<file path="src/rtl/seg_scan_driver.sv">
// Multi-digit 7-segment driver: scanned and static outputs,
// shadowed tear-free updates, blink and leading-zero suppression.
module seg_scan_driver #(
    parameter int N         = 8,
    parameter int DIV       = 1000,
    parameter int BLINK_DIV = 256,
    parameter int LZS       = 0
) (
    input  logic             clk,
    input  logic             rst_n,
    input  logic             load,
    input  logic [4*N-1:0]   din,
    input  logic [N-1:0]     dp_in,
    input  logic [N-1:0]     en_in,
    input  logic [N-1:0]     blink_in,
    output logic             busy,
    output logic [N-1:0]     an,
    output logic [7:0]       seg,
    output logic [8*N-1:0]   seg_all
);

    localparam int PW = $clog2(DIV);
    localparam int IW = (N > 1) ? $clog2(N) : 1;
    localparam int BW = (BLINK_DIV > 1) ? $clog2(BLINK_DIV) : 1;

    localparam logic [PW-1:0] PRE_MAX = PW'(DIV - 1);
    localparam logic [IW-1:0] IDX_MAX = IW'(N - 1);
    localparam logic [BW-1:0] BLK_MAX = BW'(BLINK_DIV - 1);

    logic [PW-1:0]  r_pre;
    logic [IW-1:0]  r_idx;
    logic [BW-1:0]  r_bcnt;
    logic           r_phase;

    logic [4*N-1:0] r_sh_din;
    logic [N-1:0]   r_sh_dp;
    logic [N-1:0]   r_sh_en;
    logic [N-1:0]   r_sh_bl;
    logic [4*N-1:0] r_din;
    logic [N-1:0]   r_dp;
    logic [N-1:0]   r_en;
    logic [N-1:0]   r_bl;
    logic           r_busy;

    logic [N-1:0]   r_an;
    logic [7:0]     r_seg;
    logic [8*N-1:0] r_seg_all;

    logic           w_tick;
    logic           w_wrap;
    logic [N-1:0]   w_supp;
    logic [N-1:0]   w_an;
    logic [7:0]     w_dig [N];
    logic [8*N-1:0] w_all;

    function automatic logic [7:0] glyph(input logic [3:0] h);
        logic [7:0] g;
        case (h)
            4'h0:    g = 8'hFC;
            4'h1:    g = 8'h60;
            4'h2:    g = 8'hDA;
            4'h3:    g = 8'hF2;
            4'h4:    g = 8'h66;
            4'h5:    g = 8'hB6;
            4'h6:    g = 8'hBE;
            4'h7:    g = 8'hE0;
            4'h8:    g = 8'hFE;
            4'h9:    g = 8'hF6;
            4'hA:    g = 8'hEE;
            4'hB:    g = 8'h3E;
            4'hC:    g = 8'h9C;
            4'hD:    g = 8'h7A;
            4'hE:    g = 8'h9E;
            default: g = 8'h8E;
        endcase
        return g;
    endfunction

    assign w_tick = (r_pre == PRE_MAX);
    assign w_wrap = w_tick && (r_idx == IDX_MAX);

    // Prescaler and scan index: one scan step every DIV cycles
    always_ff @(posedge clk or negedge rst_n) begin
        if (!rst_n) begin
            r_pre <= '0;
            r_idx <= '0;
        end else begin
            r_pre <= w_tick ? '0 : r_pre + 1'b1;
            if (w_tick)
                r_idx <= (r_idx == IDX_MAX) ? '0 : r_idx + 1'b1;
        end
    end

    // Blink phase flips after every BLINK_DIV scan steps
    always_ff @(posedge clk or negedge rst_n) begin
        if (!rst_n) begin
            r_bcnt  <= '0;
            r_phase <= 1'b0;
        end else if (w_tick) begin
            if (r_bcnt == BLK_MAX) begin
                r_bcnt  <= '0;
                r_phase <= ~r_phase;
            end else begin
                r_bcnt <= r_bcnt + 1'b1;
            end
        end
    end

    // Shadow capture on load; commit only at the frame boundary
    always_ff @(posedge clk or negedge rst_n) begin
        if (!rst_n) begin
            r_sh_din <= '0;
            r_sh_dp  <= '0;
            r_sh_en  <= '0;
            r_sh_bl  <= '0;
            r_din    <= '0;
            r_dp     <= '0;
            r_en     <= '0;
            r_bl     <= '0;
            r_busy   <= 1'b0;
        end else begin
            if (w_wrap) begin
                r_din <= r_sh_din;
                r_dp  <= r_sh_dp;
                r_en  <= r_sh_en;
                r_bl  <= r_sh_bl;
            end
            if (load) begin
                r_sh_din <= din;
                r_sh_dp  <= dp_in;
                r_sh_en  <= en_in;
                r_sh_bl  <= blink_in;
                r_busy   <= 1'b1;
            end else if (w_wrap) begin
                r_busy <= 1'b0;
            end
        end
    end

    // Per-digit glyphs with blanking and leading-zero suppression
    always_comb begin : decode
        logic       v_run;
        logic       v_blank;
        logic [7:0] v_g;
        w_supp = '0;
        w_all  = '0;
        v_run  = 1'b1;
        for (int i = N - 1; i >= 1; i--) begin
            v_run     = v_run && (r_din[4*i +: 4] == 4'h0) && !r_dp[i];
            w_supp[i] = (LZS != 0) && v_run;
        end
        for (int i = 0; i < N; i++) begin
            v_g      = glyph(r_din[4*i +: 4]);
            v_g[0]   = r_dp[i];
            v_blank  = !r_en[i] || (r_bl[i] && r_phase) || w_supp[i];
            w_dig[i] = v_blank ? 8'hFF : ~v_g;
            w_all[8*i +: 8] = w_dig[i];
            w_an[i]  = (r_idx != IW'(i));
        end
    end

    // Registered display outputs
    always_ff @(posedge clk or negedge rst_n) begin
        if (!rst_n) begin
            r_an      <= '1;
            r_seg     <= 8'hFF;
            r_seg_all <= '1;
        end else begin
            r_an      <= w_an;
            r_seg     <= w_dig[r_idx];
            r_seg_all <= w_all;
        end
    end

    assign busy    = r_busy;
    assign an      = r_an;
    assign seg     = r_seg;
    assign seg_all = r_seg_all;

endmodule

</file>
<file path="config.mk">
export PLATFORM = sky130hd
export DESIGN_NAME = seg_scan_driver
export DESIGN_NICKNAME = d
export VERILOG_FILES = /design/src/rtl/seg_scan_driver.sv
export SDC_FILE = /design/constraint.sdc
export NUM_CORES = 1
export LEC_CHECK = 0
export BUFFER_PORTS_ARGS = -buffer_cell sky130_fd_sc_hd__buf_2
export CAP_MARGIN = 5
export CORE_ASPECT_RATIO = 0.9
export CORE_MARGIN = 3
export CORE_UTILIZATION = 40
export CTS_BUF_LIST = sky130_fd_sc_hd__clkbuf_16
export DETAILED_ROUTE_END_ITERATION = 16
export GPL_TIMING_DRIVEN = 0
export HOLD_SLACK_MARGIN = 0.1
export SLEW_MARGIN = 20
export SYNTH_ARGS = -nofsm -noshare
export SYNTH_HDL_FRONTEND = slang
export SYNTH_SLANG_ARGS = --single-unit
export TNS_END_PERCENT = 10
</file>
<file path="constraint.sdc">
create_clock -name clk -period 2.1 [get_ports clk]
set_input_delay 0.315 -clock clk [delete_from_list [all_inputs] [get_ports clk]]
set_output_delay 0.315 -clock clk [all_outputs]
set_load 0.02 [all_outputs]
</file>
======== Word-level counts from Yosys, hierarchy flattened ========
Memories as Yosys holds them, arrays and structs flattened.
Cells that the tools add are included.
storage, ports and cells
  word-level logic and storage cells ...... 92
  input bits .............................. 59
  register bits after elaboration ......... 215
  memories ................................ 8
  ROM bits ................................ 896
operators by class
  $add $sub $neg .......................... 3
  equality and inequality tests ........... 10
  mux-type cells .......................... 16
  bitwise operators ....................... 10
  magnitude comparators ................... 1
  reductions and logical operators ........ 28
memory list
  name             depth  width  rd ports  clocked after Yosys merged registers in  wr ports  RTL line  text
  (no name shown)  16     7      1         0                                        0         58        case (h)
  (no name shown)  16     7      1         0                                        0         58
  (no name shown)  16     7      1         0                                        0         58
  (no name shown)  16     7      1         0                                        0         58
  (no name shown)  16     7      1         0                                        0         58
  (no name shown)  16     7      1         0                                        0         58
  +2 memories      -      -      -         -                                        -         -
operators with widths
  operator               count
  $mux 8                 11
  $not 8->8              8
  $bmux 8 s3             1
  $ne 3x3->1 const B     4
  $add 10x1->10 const B  1
  $eq 10x10->1 const B   1
  $mux 10                1
  $logic_and 1x1->1      9
  $add 8x1->8 const B    1
  $eq 8x8->1 const B     1
  $logic_not 1->1        8
  $logic_or 1x1->1       8
  $ne 3x2->1 const B     2
  $ge 4x4->1 const B     1
  $not 3->4              1
  $add 3x1->3 const B    1
  $eq 3x3->1 const B     1
  $mux 3                 1
  $ne 3x1->1 const B     1
  $reduce_bool 3->1      1
  $mux 1                 2
  $reduce_and 2->1       1
  $reduce_bool 2->1      1
  $not 1->1              1

======== Depth between registers and ports, before layout ========
  depth after elaboration ................. 6
  gate-level depth with buffers ........... 8
  gate-level depth less buffers ........... 8

======== Worst setup path before layout ========
OpenSTA, ideal clock, no wires.
  path type ............................... register to register
  start point ............................. register r_din[20]
  end point ............................... register r_seg[1] (netlist: seg[1])
  data required time ...................... 2.018 ns
  path buffers ............................ 0
  path slack .............................. 0.183 ns
  period minus slack after synthesis ...... 1.917 ns
  data arrival time ....................... 1.835 ns
  stages on the path, launching flop included .. 8
  library setup time ...................... 0.082 ns
  cell sequence ........................... dfrtp_1 > inv_1 > ha_1 > mux2_1 > nand2_1 > o311ai_1 > mux4_2 > mux2_2
on the way
  longest elaborated chain between the ends .. 6
ends and longest elaborated chain
  what                                        RTL line  text
  start, declared                             39        logic [4*N-1:0] r_din;
  start signal, assigned                      123       r_din <= r_sh_din;
  $mem_v2 16x7                                -
  $not 8->8                                   156       w_dig[i] = v_blank ? 8'hFF : ~v_g;
  $mux 8                                      156
  via w_all[41]                               54        logic [8*N-1:0] w_all;
  $bmux 8 s3                                  170       r_seg <= w_dig[r_idx];
  $mux 8 (not written as such) (2 in series)  170
  end signal, assigned                        170
  end, declared                               46        logic [7:0] r_seg;
The timed path passes the listed nets, and every way through them passes these cells. The select of a mux whose other input is x is not followed.
A chain may end at the register's enable or synchronous reset.

======== Final worst setup path ========
  start point ............................. register r_din[12]
  end point ............................... register r_seg[6] (netlist: seg[6])
Same word-level chain as after synthesis.

==> results.toml <==
[clock_tree]
clkLatencyLatePin_ns = 0.51
clk_pin_slew_worst_paths_ns = 0.06
cts_buffers = 24
cts_buffer_depth = 3
numClockSinks = 215
root_buffer = "clkbuf_16"
cts_tree = "done"
h-tree-depth = 1

[synthesis]
yosysTopAreaCellShare_pct = 33.44
synthArstFlopShare_pct = 100.0
synth_top_family_by_area = "multiplexers"
synth_fa_ha_area_share_pct = 6.935
yosysWarnings = 0
synth_nets = 959
yosysSeqAreaShare_pct = 54.24
synth-compound-area-share_pct = 10.23
synth_top_area_cell = "dfrtp_1"
yosys.area_share.simple_pct = 10.37
synth_cells = 844
synth_xor_area_share_pct = 0.7802
synth-edff-count = 0
ys_types = 61
synth_mux_area_share_pct = 14.12
ys.flop_type = "dfrtp_1"
synthTopCellsByArea = "dfrtp_1 (33%), dfstp_2 (21%), mux2_2 (7.4%)"
avgSynthCellArea_um2 = 11.97
syn_area_mm2 = 0.01010
synth-seq-cells = 215

[grt]
grt_use_met2_pct = 28.22
grt_remaining_overflow = 0
grt_usage_pct = 18.52
use_met1_pct = 27.12
grt_pass1_wl_mm = 40.12
grt_pass1_vias = 7163
grt_max_degree = 100
grtUsageMet3_pct = 3.809
antenna_found_initial = 0
grt-busiest-layer = "met2"

[place]
routabilityCongestion = 0.8550
place_inst = 1320
place_ws_ns = -0.3435
numPortBuffers = 138
hpwl_mm = 18.37

[min_path]
hp-class = "in2async"

[final_layout]
drive_gt1_share_pct = 39.82
nNetsFinal = 1202
fillCellCount = 2113
ff_latch_area_mm2 = 0.005490
syn_to_final_growth_pct = 28.56
insertedDiodeCount = 0
fin_cells = 1441
multi_input_area_mm2 = 0.004431

[critical_path]
required_ns = 2.53
start_kind = "register"
arrival_ns = 2.50
cp_max_fo = 6
worstSetupEndpointType = "register"
crit_type = "reg2reg"
reg2reg_depth = 8

[pwr]
power.density_mw_per_mm2 = 679.7
ir_worst_vdd_v = 0.0005701
static-leakage-power_uw = 0.005498

[sta]
fin_ws_ns = 0.02985
relSlewSlack_pct = 47.89
finalSetupViolations = 0
rsz0062_at_grt = "yes"
hold_viol_final = 0
skew_ns = 0.007068
worst_pin_slew_ns = 0.7817
fmax_mhz = 483.1
fin_crit_sh_pct = 98.58
min_period_ns = 2.070
slew_viol_final = 0

[route]
vias = 7273
wl_per_cell_um = 17.56
first_iter_violations = 401
vias_per_cell = 5.047
drc = 0
antenna_left = 0
drt_pass1_iterations = 6
drt_wl_total_mm = 25.31

[run_status]
outcome = "complete, no violations"

[die]
core_mm2 = 0.02453
placement_rows = 54
dieArea_mm2 = 0.02720
ios = 140
die_w_um = 173.5
die_h_um = 156.8
initial_utilization_pct = 41.19

[run]
maxCapViolations = 0
## layout by cell type (no fill, tap or decap), types with 20 or more instances in the layout
master           n
dfrtp_1        127
dlygate4sd3_1   57
ha_1            52
o21ai_0         43
buf_4           24
nand2_1         98
buf_2          149
dfstp_2         80
mux2_2          65
nor2_1          38
nand3_1         20
mux2_1          27
clkbuf_16       25
## power by group
group | leakage [uW] | internal [uW] | switching (uW)
Combinational | 0.00254 | 217 | 159
Sequential | 0.00257 | 4260 | 58.5
Clock | 0.000389 | 2420 | 1720
## critical path: stages, from the launching register on
cell,delay (ns)
dfrtp_1,0.42
inv_2,0.10
ha_1,0.29
nand2b_1,0.09
o21ai_1,0.08
a211o_1,0.31
mux4_2,0.52
nor2_2,0.10
nor2_1,0.08
## flip-flops by register name, indices dropped and copies added, names as in the netlist
register	cells
r_en	8
seg	8
r_bcnt	8
r_bl	8
seg_all	64
busy	1
r_idx	3
r_pre	10
r_sh_din	32
an	8
r_sh_dp	8
r_din	32
r_sh_bl	8
r_sh_en	8
r_phase	1
r_dp	8
## what timing repair did
action,CTS,global route
endpoints found under the setup margin,58,45
buffers inserted,2,18
pin swaps,3,11
hold buffers,57,0
gates resized for setup,26,49
hold endpoints to repair,137,0
## per-stage QoR
stage / instance area, um^2 / utilization [%] / hold WS [ns] / power (uW) / setup TNS (ns)
after floorplan: 10100 / - / 0.01941 / 4495 / 0
after global placement: 11210 / 45.72 / 0.3964 / 4668 / -530.06
after detailed placement: 11280 / 45.99 / 0.2122 / 4693 / -7.771
after CTS: 12700 / 51.80 / 0.2603 / 8958 / -0.1415
after global routing: 12990 / 52.96 / 0.2940 / 9170 / -0.1393
final: 12990 / 52.96 / 0.2798 / 8828 / 0
## per-layer routing
layer / part of all wire [%] / vias to the layer above
met5: 0 / -
li1: - / 3453
met3: 6.4 / 50
met4: 2.4 / 0
met1: 48 / 3560
met2: 44 / 210
## worst paths after layout
check | start | endpoint | slack, ns
worst max register to register | r_din[12]$_DFFE_PN0P_ | seg[6]$_DFF_PN1_ | 0.03
max in group asynchronous | rst_n | seg_all[40]$_DFF_PN1_ | 0.65
min in group clk | load | r_sh_en[4]$_DFFE_PN0P_ | 0.39
worst min register to register | r_dp[3]$_DFFE_PN0P_ | seg_all[24]$_DFF_PN1_ | 0.40
worst max-delay path | r_din[12]$_DFFE_PN0P_ | seg[6]$_DFF_PN1_ | 0.03
worst min-delay path | rst_n | r_din[30]$_DFFE_PN0P_ | 0.28
## synth_stat cells (all sizes together) (5+ instances only)
cell type	count
dfrtp	135
nand2	99
mux2	95
dfstp	80
ha	56
o21ai	52
nor2	43
inv	31
buf	24
nand3	22
nor2b	19
clkbuf	17
mux2i	15
o311ai	15
a211oi	12
o211ai	12
a21oi	11
nand2b	11
mux4	9
a21o	8
a21boi	7
or3	7
and2	6
nor3	5
o31ai	5
xnor2	5
## area by class of cell
class                           instances  share of cell area (%)
Multi-Input combinational cell        556                   34.11
Timing Repair Buffer                  217                   11.49
Clock buffer                           25                   4.816
Clock inverter                         19                   1.185
Tap cell                              336                   3.237
Buffer                                 41                   1.917
Sequential cell                       215                   42.27
Inverter                               32                  0.9729
## cells by family (layout without fill, tap and decap cells)
family,count (synthesis),count (layout)
xor gates and xnor gates,9,9
DFF,215,215
AOI/OAI and AO/OA,147,147
and+or+nand+nor,225,225
buffers and inverters,73,334
adders and majority gates,56,56
muxes,119,119
Note: power is estimated with default switching activity, not from simulation.
